### config.mk
export PLATFORM = sky130hd
export DESIGN_NAME = mem_wb_pipe
export DESIGN_NICKNAME = d
export VERILOG_FILES = /design/src/rtl/types_pkg.sv /design/src/rtl/pipe_fifo.sv /design/src/rtl/mem_wb_pipe.sv
export SDC_FILE = /design/constraint.sdc
export NUM_CORES = 1
export LEC_CHECK = 0
export BUFFER_PORTS_ARGS = -buffer_cell sky130_fd_sc_hd__clkbuf_2
export CAP_MARGIN = 20
export CORE_ASPECT_RATIO = 2
export CORE_MARGIN = 2
export CORE_UTILIZATION = 45
export DETAILED_ROUTE_END_ITERATION = 10
export PLACE_DENSITY = 0.81
export SLEW_MARGIN = 20
export SYNTH_ARGS = -nofsm -noshare
export SYNTH_HDL_FRONTEND = slang
export SYNTH_SLANG_ARGS = --single-unit
### constraint.sdc
create_clock -name CLK -period 10.65 [get_ports CLK]
set_input_delay 0 -clock CLK [delete_from_list [all_inputs] [get_ports CLK]]
set_output_delay 0 -clock CLK [all_outputs]
set_load 0.05 [all_outputs]
### src/rtl/types_pkg.sv
`default_nettype none
// ============================================================================
//  Module   : types_pkg
//  Brief    : Shared MEM/WB payload types and the write-back data selector.
//  Revision : 1.0  initial release
// ============================================================================
package types_pkg;

   // Widths of the shared payload types; mem_wb_pipe's XLEN/REG_W must agree.
   localparam int PKG_XLEN  = 64;
   localparam int PKG_REG_W = 5;

   typedef logic [PKG_XLEN-1:0]  dword_t;
   typedef logic [PKG_REG_W-1:0] reg_t;

   // Field order matters: RegWrite is the MSB of the packed word.
   typedef struct packed {
      logic   RegWrite;
      logic   MemToReg;
      reg_t   rd;
      dword_t dmemdata;
      dword_t aluout;
   } mem_wb_pkt_t;

   // Loads write back memory data, everything else writes back the ALU result.
   function automatic dword_t wb_select(input mem_wb_pkt_t p);
      return p.MemToReg ? p.dmemdata : p.aluout;
   endfunction

endpackage
`default_nettype wire

### src/rtl/pipe_fifo.sv
`default_nettype none
// ============================================================================
//  Module   : pipe_fifo
//  Brief    : DEPTH-entry circular buffer with occupancy count, synchronous
//             flush and asynchronous reset. Payload storage is not reset.
//  Revision : 1.0  initial release
// ============================================================================
module pipe_fifo #(
   parameter type T     = logic [7:0],
   parameter int  DEPTH = 2
) (
   input  logic                   clk,
   input  logic                   rst,
   input  logic                   flush,
   input  logic                   push,
   input  logic                   pop,
   input  T                       wr_data,
   output T                       rd_data,
   output logic [$clog2(DEPTH):0] occupancy,
   output logic                   full,
   output logic                   empty
);

   localparam int PTR_W = $clog2(DEPTH);
   localparam int OCC_W = PTR_W + 1;

   logic [PTR_W-1:0] wr_ptr;
   logic [PTR_W-1:0] rd_ptr;
   logic [OCC_W-1:0] count;
   T                 mem [DEPTH];

   // A full or empty buffer ignores the offending request rather than corrupting state.
   logic push_ok;
   logic pop_ok;

   assign full      = (count == OCC_W'(DEPTH));
   assign empty     = (count == '0);
   assign push_ok   = push && !full;
   assign pop_ok    = pop && !empty;
   assign occupancy = count;
   assign rd_data   = mem[rd_ptr];

   // Payload storage: written on push only, no reset needed.
   always_ff @(posedge clk) begin
      if (push_ok && !flush) begin
         mem[wr_ptr] <= wr_data;
      end
   end

   // Pointers and count: power-of-two DEPTH lets pointers wrap naturally; flush wins.
   always_ff @(posedge clk or posedge rst) begin
      if (rst) begin
         wr_ptr <= '0;
         rd_ptr <= '0;
         count  <= '0;
      end else if (flush) begin
         wr_ptr <= '0;
         rd_ptr <= '0;
         count  <= '0;
      end else begin
         if (push_ok) begin
            wr_ptr <= wr_ptr + 1'b1;
         end
         if (pop_ok) begin
            rd_ptr <= rd_ptr + 1'b1;
         end
         case ({push_ok, pop_ok})
            2'b10:   count <= count + 1'b1;
            2'b01:   count <= count - 1'b1;
            default: count <= count;
         endcase
      end
   end

endmodule
`default_nettype wire

### src/rtl/mem_wb_pipe.sv
`default_nettype none
// ============================================================================
//  Module   : mem_wb_pipe
//  Brief    : MEM->WB pipeline buffer with ready/valid handshakes, write-back
//             data/index/strobe generation and a wrapping retire counter.
//  Revision : 1.0  initial release
// ============================================================================
module mem_wb_pipe
   import types_pkg::*;
#(
   parameter int XLEN  = 64,
   parameter int REG_W = 5,
   parameter int DEPTH = 2,   // power of two, at least 2
   parameter int CNT_W = 32
) (
   input  logic                   CLK,
   input  logic                   RST,
   input  logic                   ihit,
   input  logic                   flush,
   input  logic                   in_valid,
   output logic                   in_ready,
   input  mem_wb_pkt_t            in_pkt,
   output logic                   out_valid,
   input  logic                   out_ready,
   output mem_wb_pkt_t            out_pkt,
   output logic                   wb_we,
   output logic [REG_W-1:0]       wb_rd,
   output logic [XLEN-1:0]        wb_data,
   output logic [$clog2(DEPTH):0] occupancy,
   output logic [CNT_W-1:0]       retire_cnt
);

   logic full;
   logic empty;
   logic push;
   logic pop;

   // Backpressure ignores ihit; ihit only gates the actual push.
   assign in_ready  = !full;
   assign out_valid = !empty;
   assign push      = in_valid && in_ready && ihit && !flush;
   assign pop       = out_valid && out_ready && !flush;

   pipe_fifo #(
      .T     (mem_wb_pkt_t),
      .DEPTH (DEPTH)
   ) u_fifo (
      .clk       (CLK),
      .rst       (RST),
      .flush     (flush),
      .push      (push),
      .pop       (pop),
      .wr_data   (in_pkt),
      .rd_data   (out_pkt),
      .occupancy (occupancy),
      .full      (full),
      .empty     (empty)
   );

   // Write-back fields come straight off the head entry; x0 is never written.
   assign wb_data = XLEN'(wb_select(out_pkt));
   assign wb_rd   = REG_W'(out_pkt.rd);
   assign wb_we   = pop && out_pkt.RegWrite && (out_pkt.rd != '0);

   // Retire counter: one per pop, wraps naturally, untouched by flush.
   always_ff @(posedge CLK or posedge RST) begin
      if (RST) begin
         retire_cnt <= '0;
      end else if (pop) begin
         retire_cnt <= retire_cnt + 1'b1;
      end
   end

endmodule
`default_nettype wire

### Word-level counts from Yosys, hierarchy flattened

Memory sizes are Yosys's and may differ from the RTL's.
Index checks and enable logic that the tools add are counted.

* register bits after elaboration: 36
* memory bits (writable): 270
* input port bits: 141
* output and inout bits: 241
* word-level logic and storage cells: 40
* memories: 1

* $add $sub $neg: 5
* equality and inequality tests: 3
* multiplexer cells: 9
* reduce and logical (&&, ||, !) cells: 18

Memory list
* u_fifo.mem: words 2, bits a word 135, read ports 1, clocked after memory_dff 0, wr ports 1, RTL line pipe_fifo.sv:30 `T mem [DEPTH];`

Operator list (number)
* 2-to-1 mux 64 bit: 1
* adder 32 x 1 -> 32 bit, second input constant: 1
* logical AND 1 bit: 10
* 2-to-1 mux 1 bit: 6
* nonzero test 5 bit: 1
* == test 2 bit, second input constant: 2
* case mux 2 bit (2 select lines): 1
* nonzero test 2 bit: 2
* logical NOT 1 bit: 3
* nonzero test 3 bit: 1
* adder 1 bit, second input constant: 2
* adder 2 x 1 -> 2 bit, second input constant: 1
* == test 2 x 1 -> 1 bit, second input constant: 1
* logical NOT 2 bit: 1
* 2-to-1 mux 2 bit: 1
* subtractor 2 x 1 -> 2 bit, second input constant: 1

### Logic depth before layout (Yosys ltp)

Gate-level depths: netlist (run 1).

* depth in word-level cells: 9
* gate-level depth with buffers: 6
* depth with buffers taken out: 5

### Cells and area by module

From an unflattened synthesis (run 1), not the netlist that was laid out.

* cell total of the unflattened synthesis: 653
* area, all modules: 12239.2 um2

Modules (own cells, without submodules)
* pipe_fifo: times used 1, cells an instance 447, area each 9970.8 um2, seq. area each 8207.9 um2
* mem_wb_pipe: times used 1, cells an instance 206, area each 2268.4 um2, seq. area each 800.8 um2

### Worst setup path before layout (run 1)

OpenSTA, ideal clock, no wires.

* path kind: register to register
* start point: register u_fifo.count[0] (netlist: u_fifo.occupancy[0])
* end point: memory u_fifo.mem[1][0] (netlist bit), enable pin
* setup time: 0.823 ns
* arrival: 11.329 ns
* required time: 9.827 ns
* slack: -1.502 ns
* stages on the path, launching flop included: 4
* path buffers: 0
* clock period less this slack: 12.152 ns
* cell sequence: dfrtp_1 nand2b_1 nand3_1 nor3b_1

* longest elaborated chain between the ends: 9

RTL lines
* from (decl): RTL line pipe_fifo.sv:29 `logic [OCC_W-1:0] count;`
* from (signal assigned): RTL line pipe_fifo.sv:68 `2'b10: count <= count + 1'b1;`
* from (signal assigned): RTL line pipe_fifo.sv:69 `2'b01: count <= count - 1'b1;`
* from (signal assigned): RTL line pipe_fifo.sv:70 `default: count <= count;`
* == test 2 bit *: RTL line pipe_fifo.sv:36 `assign full = (count == OCC_W'(DEPTH));`
* logical NOT 1 bit *: RTL line mem_wb_pipe.sv:39 `assign in_ready = !full;`
* named net in_ready: RTL line mem_wb_pipe.sv:21 `output logic in_ready,`
* logical AND 1 bit (3 in a row): RTL line mem_wb_pipe.sv:41 `assign push = in_valid && in_ready && ihit && !flush;`
* logical AND 1 bit *: RTL line pipe_fifo.sv:38 `assign push_ok = push && !full;`
* logical AND 1 bit *: RTL line pipe_fifo.sv:45 `if (push_ok && !flush) begin`
* 2-to-1 mux 1 bit *: RTL line pipe_fifo.sv:45
* 2-to-1 mux 1 bit (implied by the code) *: RTL line pipe_fifo.sv:46 `mem[wr_ptr] <= wr_data;`
* to (decl): RTL line pipe_fifo.sv:30

The timed path passes the listed nets; every way through them passes the cells marked *.

### Final worst setup path (run 1)

* start point: register u_fifo.rd_ptr
* end point: output port wb_we

* longest elaborated chain between the ends: 3
* elaborated cells between the ends (all ways): 4
* those cells by class: reduce/logical: 3; memory: 1

RTL lines
* from (decl): RTL line pipe_fifo.sv:28 `logic [PTR_W-1:0] rd_ptr;`
* from (signal assigned): RTL line pipe_fifo.sv:65 `rd_ptr <= rd_ptr + 1'b1;`
* memory read (2 x 135 bit) *
* nonzero test 5 bit or logical AND 1 bit (tied branches): RTL line mem_wb_pipe.sv:63 `assign wb_we = pop && out_pkt.RegWrite && (out_pkt.rd != '0);`
* logical AND 1 bit *: RTL line mem_wb_pipe.sv:63
* to (decl): RTL line mem_wb_pipe.sv:26 `output logic wb_we,`

Every way passes the cells marked *; elsewhere a longest branch is shown, timed or not.

==> key figures, run 1 <==
Yosys
  • Share of the synthesized area in the top cell type: between 60 and 70%
  • Adder-cell area share of the yosys netlist: 0.102%
  • Largest family of logic cells by synthesized area: multiplexers
  • Syn nets: roughly 800
  • EDFF count, synth: between 200 and 300
  • Synth Flop Type: edfxtp_1
  • Xor/xnor share of the synthesized area: roughly 2.5%
  • Synth area leaders: edfxtp_1 66%, mux2_2 18%, dfrtp_1 7.4%, xnor2_1 1.6%, buf_2 0.86%
  • Yosys cell types: 39
  • Register area share after synthesis: roughly 74%
  • Post-Syn Instances: roughly 650
  • Average size of a mapped cell: roughly 19 sq um
  • Synthesized area: 12,200 sq um
  • Simple logic cell fraction of the synthesized area: ~3.5%
  • Mux cell area share after synthesis: 18.5%
  • Post-synthesis register bit count: about 310
  • Post-synthesis compound-gate area fraction: less than 1%
  • Yosys top cell by area: edfxtp_1
  • Ys async rst share: 11.8%
  • Syn. warnings: 0

Final layout
  • Layout cells sized above 1: 54.4%
  • Area grow syn2layout: 38.0%
  • Fin nets: about 1,300

Setup path
  • Reg2reg end: u_fifo.mem[1][32]
  • CP endpoint kind: output port
  • Most used cell, CP: buf_4
  • Critical Path AT: 4.05 ns
  • CP required: ~11 ns
  • CP max-delay cell: buf_4
  • Crit path launch type: flop
  • FF-to-FF setup slack: 7.54 ns
  • CP bufs+invs: 3
  • Crit-path cells: buf_4 > buf_4 > mux2_2 > or3_1 > o311a_1 > clkbuf_2
  • R2R cell count: 5
  • Worst R2R Start: u_fifo.occupancy[0]
  • Crit path max fanout: between 60 and 70
  • CP max stage delay: between 0.7 and 0.8 ns
  • Kind of critical path: reg -> out
  • Top Family by Delay on Critical Path: buffers and inverters

Die
  • Die Span Y: ~240 um
  • Core Rows: between 80 and 90
  • DIE AREA: between 20,000 and 30,000 sq um
  • Die Span X: between 100 and 150 um
  • Initial Utilization: a little under half
  • Ports: around 380
  • Core outline area: around 27,000 sq um

Routing
  • Met2 wire len: 17.5 mm
  • Average via count per standard cell: 5.10
  • Post-DR wirelength/cell: 19.8 um
  • Via total after detailed routing: 7,895
  • DR pass1 iterations: 4
  • Final ANT Viol Nets: 0
  • Metal-1 WL: about 11 mm
  • Top sig layer: met5
  • DRT Wirelength: 30.6 mm
  • First DRT Iteration DRCs: around 420
  • DR WL met3: 1.42 mm
  • Drt drc: 0

Hold path
  • Worst Hold Path EP: u_fifo.occupancy[0]
  • Hold path cells: 4
  • HP Class: in -> reg
  • Min-delay src: in_valid

Clock network
  • H-Tree Level Count: 1
  • Clk root buf: clkbuf_16
  • CTS Buf Count: 27
  • CTS Sinks: about 310
  • Clock Latency Late Sink: around 0.53 ns
  • CTS Buffer Depth: 3
  • TritonCTS clock tree: built
  • Clk slew on worst S/H paths: about 0.07 ns

STA
  • Setup Skew: 0.00727 ns
  • Period Utilization, post-route: a little under two fifths
  • Worst relative slew slack: about 45%
  • Final setup viols: 0
  • Worst-margin pin slew: approximately 0.83 ns
  • Final hold viol count: 0
  • Max-slew violations: 0
  • Min Hold Slack: approximately 0.10 ns
  • Setup TNS Final: 0 ns
  • Minimum clock period: about 4.1 ns
  • F_max: roughly 0.25 GHz
  • RSZ-0062 raised after global routing: false

GRT
  • Initial antenna violation count: 7
  • Grt ovf: 0
  • Vias in the first global route: 8,396
  • Global-route wire length before repair: 45.5 mm
  • Largest net degree at the start of global routing: 82
  • Gr usage total: around a fifth

Status
  • Outcome: complete, no violations

Pwr
  • Pwr per Cell Area: ~170 nW/um^2
  • Leakage power: between 6 and 7 nW
  • Peak supply drop: between 0.1 and 0.15 mV

Place
  • GPL Wtd Cong: 0.836
  • Port-buffer cells: roughly 380
  • HPWL Detailed: ~21 mm

Run
  • # Max-Cap Violations: 0
worst max-delay path by stage:
stage | startpoint | endpoint | depth (start not counted)
floorplan | u_fifo.occupancy[0] | u_fifo.mem[1][0] | 3
global placement | u_fifo.rd_ptr | wb_we | 6
detailed placement | u_fifo.rd_ptr | wb_we | 6
CTS | u_fifo.rd_ptr | wb_we | 6
global route | u_fifo.rd_ptr | wb_we | 6
finish | u_fifo.rd_ptr | wb_we | 6
per-layer routing:
metal  vias up  global-route usage, %
met5         -                      0
met4         8                   8.46
met3        83                   3.36
met2       296                   40.0
met1      3948                   21.9
li1       3560                      -
area by class of cell:
type,count,area [sq um]
flip-flops and latches,306,9010
repair buffers,529,3390
multi-input cells,308,3080
fillers,1889,9920
clock inverters,20,251
diodes,3,7.51
inverters,5,18.8
well taps,348,435
clock buffers,29,683
cells in the final DEF, fill, tap and decap left out, drive strengths merged, types with 3 or more instances in the layout:
master	n
and3	3
buf	9
bufinv	5
clkbuf	410
clkinv	12
dfrtp	36
diode	3
dlygate4sd3	139
edfxtp	270
inv	6
mux2	199
nand2	13
nand3	11
nand4	11
nor2	14
nor3	5
xnor2	24
xor2	10
sequential cells by signal, summed over array words and instances, names as in the netlist:
| name | cells |
|---|---|
| retire_cnt | 32 |
| u_fifo.mem | 270 |
| u_fifo.occupancy | 2 |
| u_fifo.wr_ptr | 1 |
| u_fifo.rd_ptr | 1 |
what timing repair did:
action	in CTS	in global routing
hold buffers	139	0
resized for setup	0	0
hold endpoints to repair	310	0
setup endpoints to repair	0	0
setup buffers	0	0
where the power goes:
group          internal, W  leakage (nW)  total [W]  switching (W)
logic             0.000150          3.33   0.000474       0.000324
registers          0.00134          2.94    0.00135      0.0000164
clock network     0.000591         0.456    0.00102       0.000429
total              0.00208          6.73    0.00285       0.000769
Yosys cell counts, drive strengths merged (3+ instances only):
cell	number
nor2	14
buf	28
nand4	11
xnor2	24
mux2	199
edfxtp	270
inv	5
nand2	13
and3	3
nor3	5
nand3	11
dfrtp	36
xor2	10
metrics by stage:
step | power, W | cell area (sq um) | utilization (%) | instances | worst slack (ns)
after floorplan | 0.00170 | 12200 | - | 648 | 3.26
after global placement | 0.00180 | 14500 | 54.2 | 1356 | 7.11
after detailed placement | 0.00181 | 14500 | 54.3 | 1357 | 7.16
after CTS | 0.00287 | 16900 | 62.9 | 1545 | 6.57
after global routing | 0.00293 | 16900 | 63.0 | 1548 | 6.40
final | 0.00285 | 16900 | 63.0 | 1548 | 6.60
logic make-up (layout without fill, tap and decap cells):
family / after synthesis / count (layout)
AOI/OAI and AO/OA: 5 / 5
xor gates and xnor gates: 34 / 34
adders and majority gates: 1 / 1
buffers and inverters: 34 / 583
DFF: 306 / 306
muxes: 201 / 201
other: 0 / 3
and+or+nand+nor: 67 / 67
worst reg2reg max path, cell delays in order, from the launching register on:
cell	delay (ns)
dfrtp_1	0.45
nand2b_1	0.22
nand3_1	0.35
nor3b_4	0.28
buf_4	0.62
buf_6	0.73
(Power assumes the default switching activity.)
==> run 2, diff against run 1 <==
clock period = 3.4 ns   (was 10.65 ns; I/O delays follow)
==> run 2 against run 1 <==
Design area decreased by 0.11%. Clock skew down 0.0010 ns. Hold slack better by 0.012 ns. Wire length is 0.13% lower. Flip-flop and latch count is the same. Critical path type unchanged. Largest power group unchanged. Highest routed layer is now met4.
==> key figures, run 2 (same netlist as run 1, synthesis figures left out) <==
STA
  • Period Utilization, post-route: approximately four fifths
  • Final hold viol count: 0
  • F_max: 0.369 GHz
  • Minimum clock period: 2.71 ns
  • Min Hold Slack: ~0.12 ns
  • RSZ-0062 raised after global routing: false
  • Max-slew violations: 0
  • Setup Skew: approximately 0.0063 ns
  • Worst-margin pin slew: ~0.76 ns
  • Worst relative slew slack: a little under 50%
  • Setup ws final: 0.689 ns
  • Final setup viols: 0

Place
  • Port-buffer cells: around 380
  • GPL Wtd Cong: approximately 0.89
  • Placed Area: approximately 15,000 sq um
  • Setup slack at placement: roughly 1.2 ns
  • HPWL Detailed: roughly 20 mm

Pwr
  • Switching component of the power: between 0.002 and 0.0025 W
  • Clock Power Share: approximately a third
  • Switching share of power: 27.3%
  • Sequential power share: 49.1%
  • Pwr per Cell Area: 513 nW/um^2
  • Leakage power: 6.71 nW
  • Peak supply drop: 0.591 mV
  • Part of the power in combinational logic: 17.3%
  • Tot Pwr: roughly 0.0086 W
  • Power Internal: about 0.0063 W

Final layout
  • Largest register FFs: 270
  • Area grow syn2layout: 37.8%
  • Most frequent cells in the layout: 381 x clkbuf_2, 270 x edfxtp_1, 199 x mux2_2, 143 x dlygate4sd3_1, 33 x dfrtp_1
  • Post-Layout Inst Area: between 15,000 and 20,000 sq um
  • Largest register by flop count: u_fifo.mem
  • Most common cell after layout, fill and taps aside: clkbuf_2
  • Layout cells sized above 1: ~54%
  • Fin nets: 1,322

Routing
  • Average via count per standard cell: a little over 5
  • Final ANT Viol Nets: 0
  • First DRT Iteration DRCs: between 400 and 500
  • DR pass1 iterations: 5
  • Via total after detailed routing: 7,903
  • DRT Wirelength: roughly 31 mm
  • Post-DR wirelength/cell: between 15 and 20 um
  • Drt drc: 0

Die
  • Core Rows: 85
  • DIE AREA: between 20,000 and 30,000 sq um
  • Ports: between 300 and 400
  • Die Span X: 121 um
  • Initial Utilization: a little under half
  • Core outline area: approximately 27,000 sq um
  • Die Span Y: between 200 and 250 um

Setup path
  • Crit-path cells: mux2i_4 > buf_4 > mux2_2 > clkbuf_2
  • CP bufs+invs: 2
  • CP max-delay cell: dfrtp_4
  • FF-to-FF setup slack: ~0.84 ns
  • Worst R2R Start: u_fifo.occupancy[0]
  • Kind of critical path: reg -> out
  • CP max stage delay: approximately 0.56 ns
  • Crit path max fanout: 21
  • Critical Path AT: 2.71 ns
  • CP endpoint kind: output port
  • Reg2reg end: u_fifo.occupancy[1]
  • Crit path launch type: flop
  • Top Family by Delay on Critical Path: multiplexers
  • CP required: around 3.4 ns
  • R2R cell count: 7

GRT
  • Gr usage total: between 20 and 25%
  • Largest net degree at the start of global routing: 84
  • Vias in the first global route: between 8,000 and 9,000
  • Initial antenna violation count: 1
  • Global-route wire length before repair: 45.4 mm
  • Grt ovf: 0

Hold path
  • HP Class: in -> async

Run
  • # Max-Cap Violations: 0

Clock network
  • TritonCTS clock tree: built
  • Clock Latency Late Sink: 0.53 ns
  • CTS Sinks: 306
  • CTS Buf Count: 26
  • PostCTS Resize Cnt: 0
  • Clk root buf: clkbuf_16
  • H-Tree Level Count: 1
  • Post CTS Setup Buffer Count: 0
  • CTS Buffer Depth: 3
  • Clk slew on worst S/H paths: around 0.070 ns

Status
  • Outcome: complete, no violations
[run 2: cell types whose count changed in the layout (fill, tap and decap cells not counted), sizes merged]
| cell | delta |
|---|---|
| bufinv | -4 |
| clkbuf | +8 |
| clkinv | -2 |
| clkinvlp | -2 |
| diode | -2 |
| dlygate4sd3 | +4 |
| inv | -1 |
[run 2: tightest hold or removal path, delay by kind of cell]
family	cells	cell delay (ns)
buf+inv	4	1.08
[run 2: worst max-delay path by stage]
stage                                   start                to  depth (start not counted)
after floorplan           u_fifo.occupancy[0]  u_fifo.mem[1][0]                          3
after global placement          u_fifo.rd_ptr       wb_data[58]                          4
after detailed placement        u_fifo.rd_ptr        wb_data[1]                          4
after CTS                       u_fifo.rd_ptr        wb_data[1]                          4
after global routing            u_fifo.rd_ptr       wb_data[62]                          4
final                           u_fifo.rd_ptr       wb_data[58]                          4
[run 2: area by class of cell]
cell class	instances	area, sq um
fillers	1897	9940
flip-flops and latches	306	9010
repair buffers	533	3460
multi-input cells	308	3100
clock buffers	37	753
well taps	348	435
clock inverters	11	82.6
inverters	5	18.8
diodes	1	2.50
[run 2: timing repair]
item / 4_1_cts / 5_1_grt
endpoints found under the setup margin: 0 / 0
endpoints found under the hold margin: 310 / 0
hold buffers: 143 / 0
[run 2: routing by layer]
metal  GRT usage (%)  vias to the layer above  wire length, um
li1                -                     3555                -
met1            22.9                     3914            10900
met2            38.2                      343            16700
met3            3.48                       91             1670
met4            9.51                        0             1340
met5               0                        -                0
[run 2: metrics by stage]
| step | utilization [%] | setup TNS (ns) | cells |
|---|---|---|---|
| floorplan | - | -377.97 | 648 |
| global placement | 54.4 | 0 | 1357 |
| detailed placement | 54.4 | 0 | 1357 |
| CTS | 62.9 | 0 | 1548 |
| global route | 62.9 | 0 | 1549 |
| finish | 62.9 | 0 | 1549 |
[run 2: power by group through the flow]
stage / Combinational [W] / Clock [W] / Sequential [W]
after floorplan: 0.000935 / 0 / 0.00438
after global routing: 0.00156 / 0.00312 / 0.00425
after global placement: 0.00134 / 0 / 0.00431
after CTS: 0.00150 / 0.00298 / 0.00424
after detailed placement: 0.00135 / 0 / 0.00432
final: 0.00150 / 0.00291 / 0.00424
==> run 3, diff against run 2 <==
PLACE_DENSITY = 0.79   (was 0.81)
clock period = 2.8 ns   (was 3.4 ns; I/O delays follow)
==> run 3 against run 2 <==
Critical path type is now reg -> reg. Largest power group unchanged. Flip-flop and latch count is the same. Clock-buffer cell count shrank 4. Critical endpoint is now u_fifo.occupancy[1]. Sequential share of layout area shrank 0.23 points. Cell count is essentially flat. Combinational power grew 21%. Non-clock buffer count is the same. Core utilization grew 0.27 points.
==> key figures, run 3 (same netlist as run 1, synthesis figures left out) <==
Final layout
  • Most frequent cells in the layout: 381 x clkbuf_2, 270 x edfxtp_1, 199 x mux2_2, 143 x dlygate4sd3_1, 33 x dfrtp_1
  • Post-Layout Inst Area: 16,900 sq um
  • Largest register FFs: 270
  • Fin nets: 1,322
  • Area grow syn2layout: 38.4%
  • Fillers: 1,927
  • Largest register by flop count: u_fifo.mem
  • Most common cell after layout, fill and taps aside: clkbuf_2
  • Layout cells sized above 1: between 50% and 60%

Place
  • HPWL Detailed: approximately 20 mm
  • Port-buffer cells: ~380
  • Placed Area: 14,600 sq um
  • Setup slack at placement: about 0.9 ns
  • GPL Wtd Cong: roughly 0.84

Hold path
  • HP Class: in -> async

Setup path
  • CP endpoint: u_fifo.occupancy[1]
  • Worst R2R Start: u_fifo.occupancy[0]
  • Crit. Startpoint: u_fifo.occupancy[0]
  • Reg2reg end: u_fifo.occupancy[1]
  • CP endpoint kind: flop
  • R2R cell count: 7
  • Critical Path AT: a little over 3 ns
  • Crit path launch type: flop
  • Crit path max fanout: 6
  • FF-to-FF setup slack: between 0.2 and 0.25 ns
  • Kind of critical path: reg -> reg
  • CP required: 3.27 ns

Routing
  • Final ANT Viol Nets: 0
  • Average via count per standard cell: roughly 5.1
  • DRT Wirelength: ~30 mm
  • First DRT Iteration DRCs: 392
  • Drt drc: 0
  • Via total after detailed routing: a little under 8,000
  • DR pass1 iterations: 4
  • Post-DR wirelength/cell: roughly 19 um

GRT
  • Grt ovf: 0
  • GR Util met1: 21.9%
  • Largest net degree at the start of global routing: between 70 and 80
  • Global-route wire length before repair: around 44 mm
  • Vias in the first global route: a little over 8,000
  • Global routing's busiest layer: met2
  • Routing usage on met2: 37.5%
  • Initial antenna violation count: 4
  • Met3 Track Usage GR: under 10%
  • Gr usage total: about 20%

STA
  • Period Utilization, post-route: between 90% and 100%
  • Worst-margin pin slew: 0.538 ns
  • RSZ-0062 raised after global routing: false
  • Worst relative slew slack: between 60% and 70%
  • Setup Skew: around 0.0096 ns
  • F_max: about 0.39 GHz
  • Final hold viol count: 0
  • Minimum clock period: ~2.6 ns
  • Setup ws final: approximately 0.24 ns
  • Final setup viols: 0
  • Max-slew violations: 0
  • Setup TNS Final: 0 ns

Clock network
  • PostCTS Resize Cnt: 0
  • H-Tree Level Count: 1
  • CTS Buffer Depth: 3
  • CTS Buf Count: 26
  • Clk slew on worst S/H paths: about 0.06 ns
  • TritonCTS clock tree: built
  • Clk root buf: clkbuf_16
  • CTS Sinks: around 300
  • Clock Latency Late Sink: between 0.5 and 0.6 ns

Die
  • Initial Utilization: a little under half
  • Die Span Y: ~240 um
  • Core outline area: between 20,000 and 30,000 sq um
  • Die Span X: 121 um
  • Core Rows: between 80 and 90
  • DIE AREA: roughly 29,000 sq um
  • Ports: between 300 and 400

Pwr
  • Peak supply drop: just over 0.6 mV
  • Leakage power: roughly 6.7 nW
  • Pwr per Cell Area: roughly 630 nW/um^2

Run
  • # Max-Cap Violations: 0

Status
  • Outcome: complete, no violations
==> run 3: cell types whose count changed in the layout (fill, tap and decap cells not counted), sizes merged <==
cell	before	now
clkinv	10	9
clkbuf	418	414
diode	1	4
inv	5	7
bufinv	1	2
==> run 3: what timing repair did <==
item	in CTS	in global routing
buffers inserted	0	0
hold buffers	143	0
endpoints found under the hold margin	310	0
==> run 3: how the worst min path moves through the flow <==
stage                                   to  slack (ns)  depth (start not counted)
after floorplan           u_fifo.mem[0][0]         0.1                          0
after global placement      retire_cnt[31]        0.11                          3
after detailed placement    retire_cnt[29]        0.11                          3
after CTS                   retire_cnt[29]        0.08                          4
after global routing        retire_cnt[28]        0.13                          4
final                       retire_cnt[29]         0.1                          4
==> run 3: critical path, stage by stage (launching register included) <==
cell	delay, ns
dfrtp_2	0.41
nand2b_4	0.18
nand3_4	0.13
or3_1	0.33
a21o_1	0.18
dlygate4sd3_1	0.55
a21oi_1	0.15
dlygate4sd3_1	0.57
==> run 3: metal layers <==
layer	routed length, um	vias up	share of wire, %
li1	-	3573	-
met1	10500	3888	35
met2	16400	310	55
met3	1530	76	5.1
met4	1340	0	4.5
met5	0	-	0
==> run 3: report_power, final <==
group	internal [W]	total [W]	leakage, nW	switching, W
combinational	0.000580	0.00182	3.36	0.00124
sequential	0.00509	0.00515	2.94	0.0000582
clock	0.00208	0.00367	0.437	0.00158
==> run 3: cell type report <==
cell class	count	area, sq um	area share, %
multi-input combinational	308	3100	18.3
antenna	4	10.0	0.0591
tap	348	435	2.57
clock buffer	33	749	4.43
timing repair buffer	533	3480	20.6
clock inverter	13	125	0.739
sequential	306	9010	53.2
inverter	5	18.8	0.111
==> run 3: per-stage QoR <==
| stage | total power (W) | hold slack [ns] | utilization [%] | instances |
|---|---|---|---|---|
| 6_report | 0.0106 | 0.0965 | 63.2 | 1550 |
| 4_1_cts | 0.0107 | 0.0819 | 63.1 | 1546 |
| 3_3_place_gp | 0.00685 | 0.111 | 54.5 | 1357 |
| 3_5_place_dp | 0.00689 | 0.109 | 54.5 | 1357 |
| 2_1_floorplan | 0.00645 | 0.0989 | - | 648 |
| 5_1_grt | 0.0110 | 0.131 | 63.2 | 1550 |
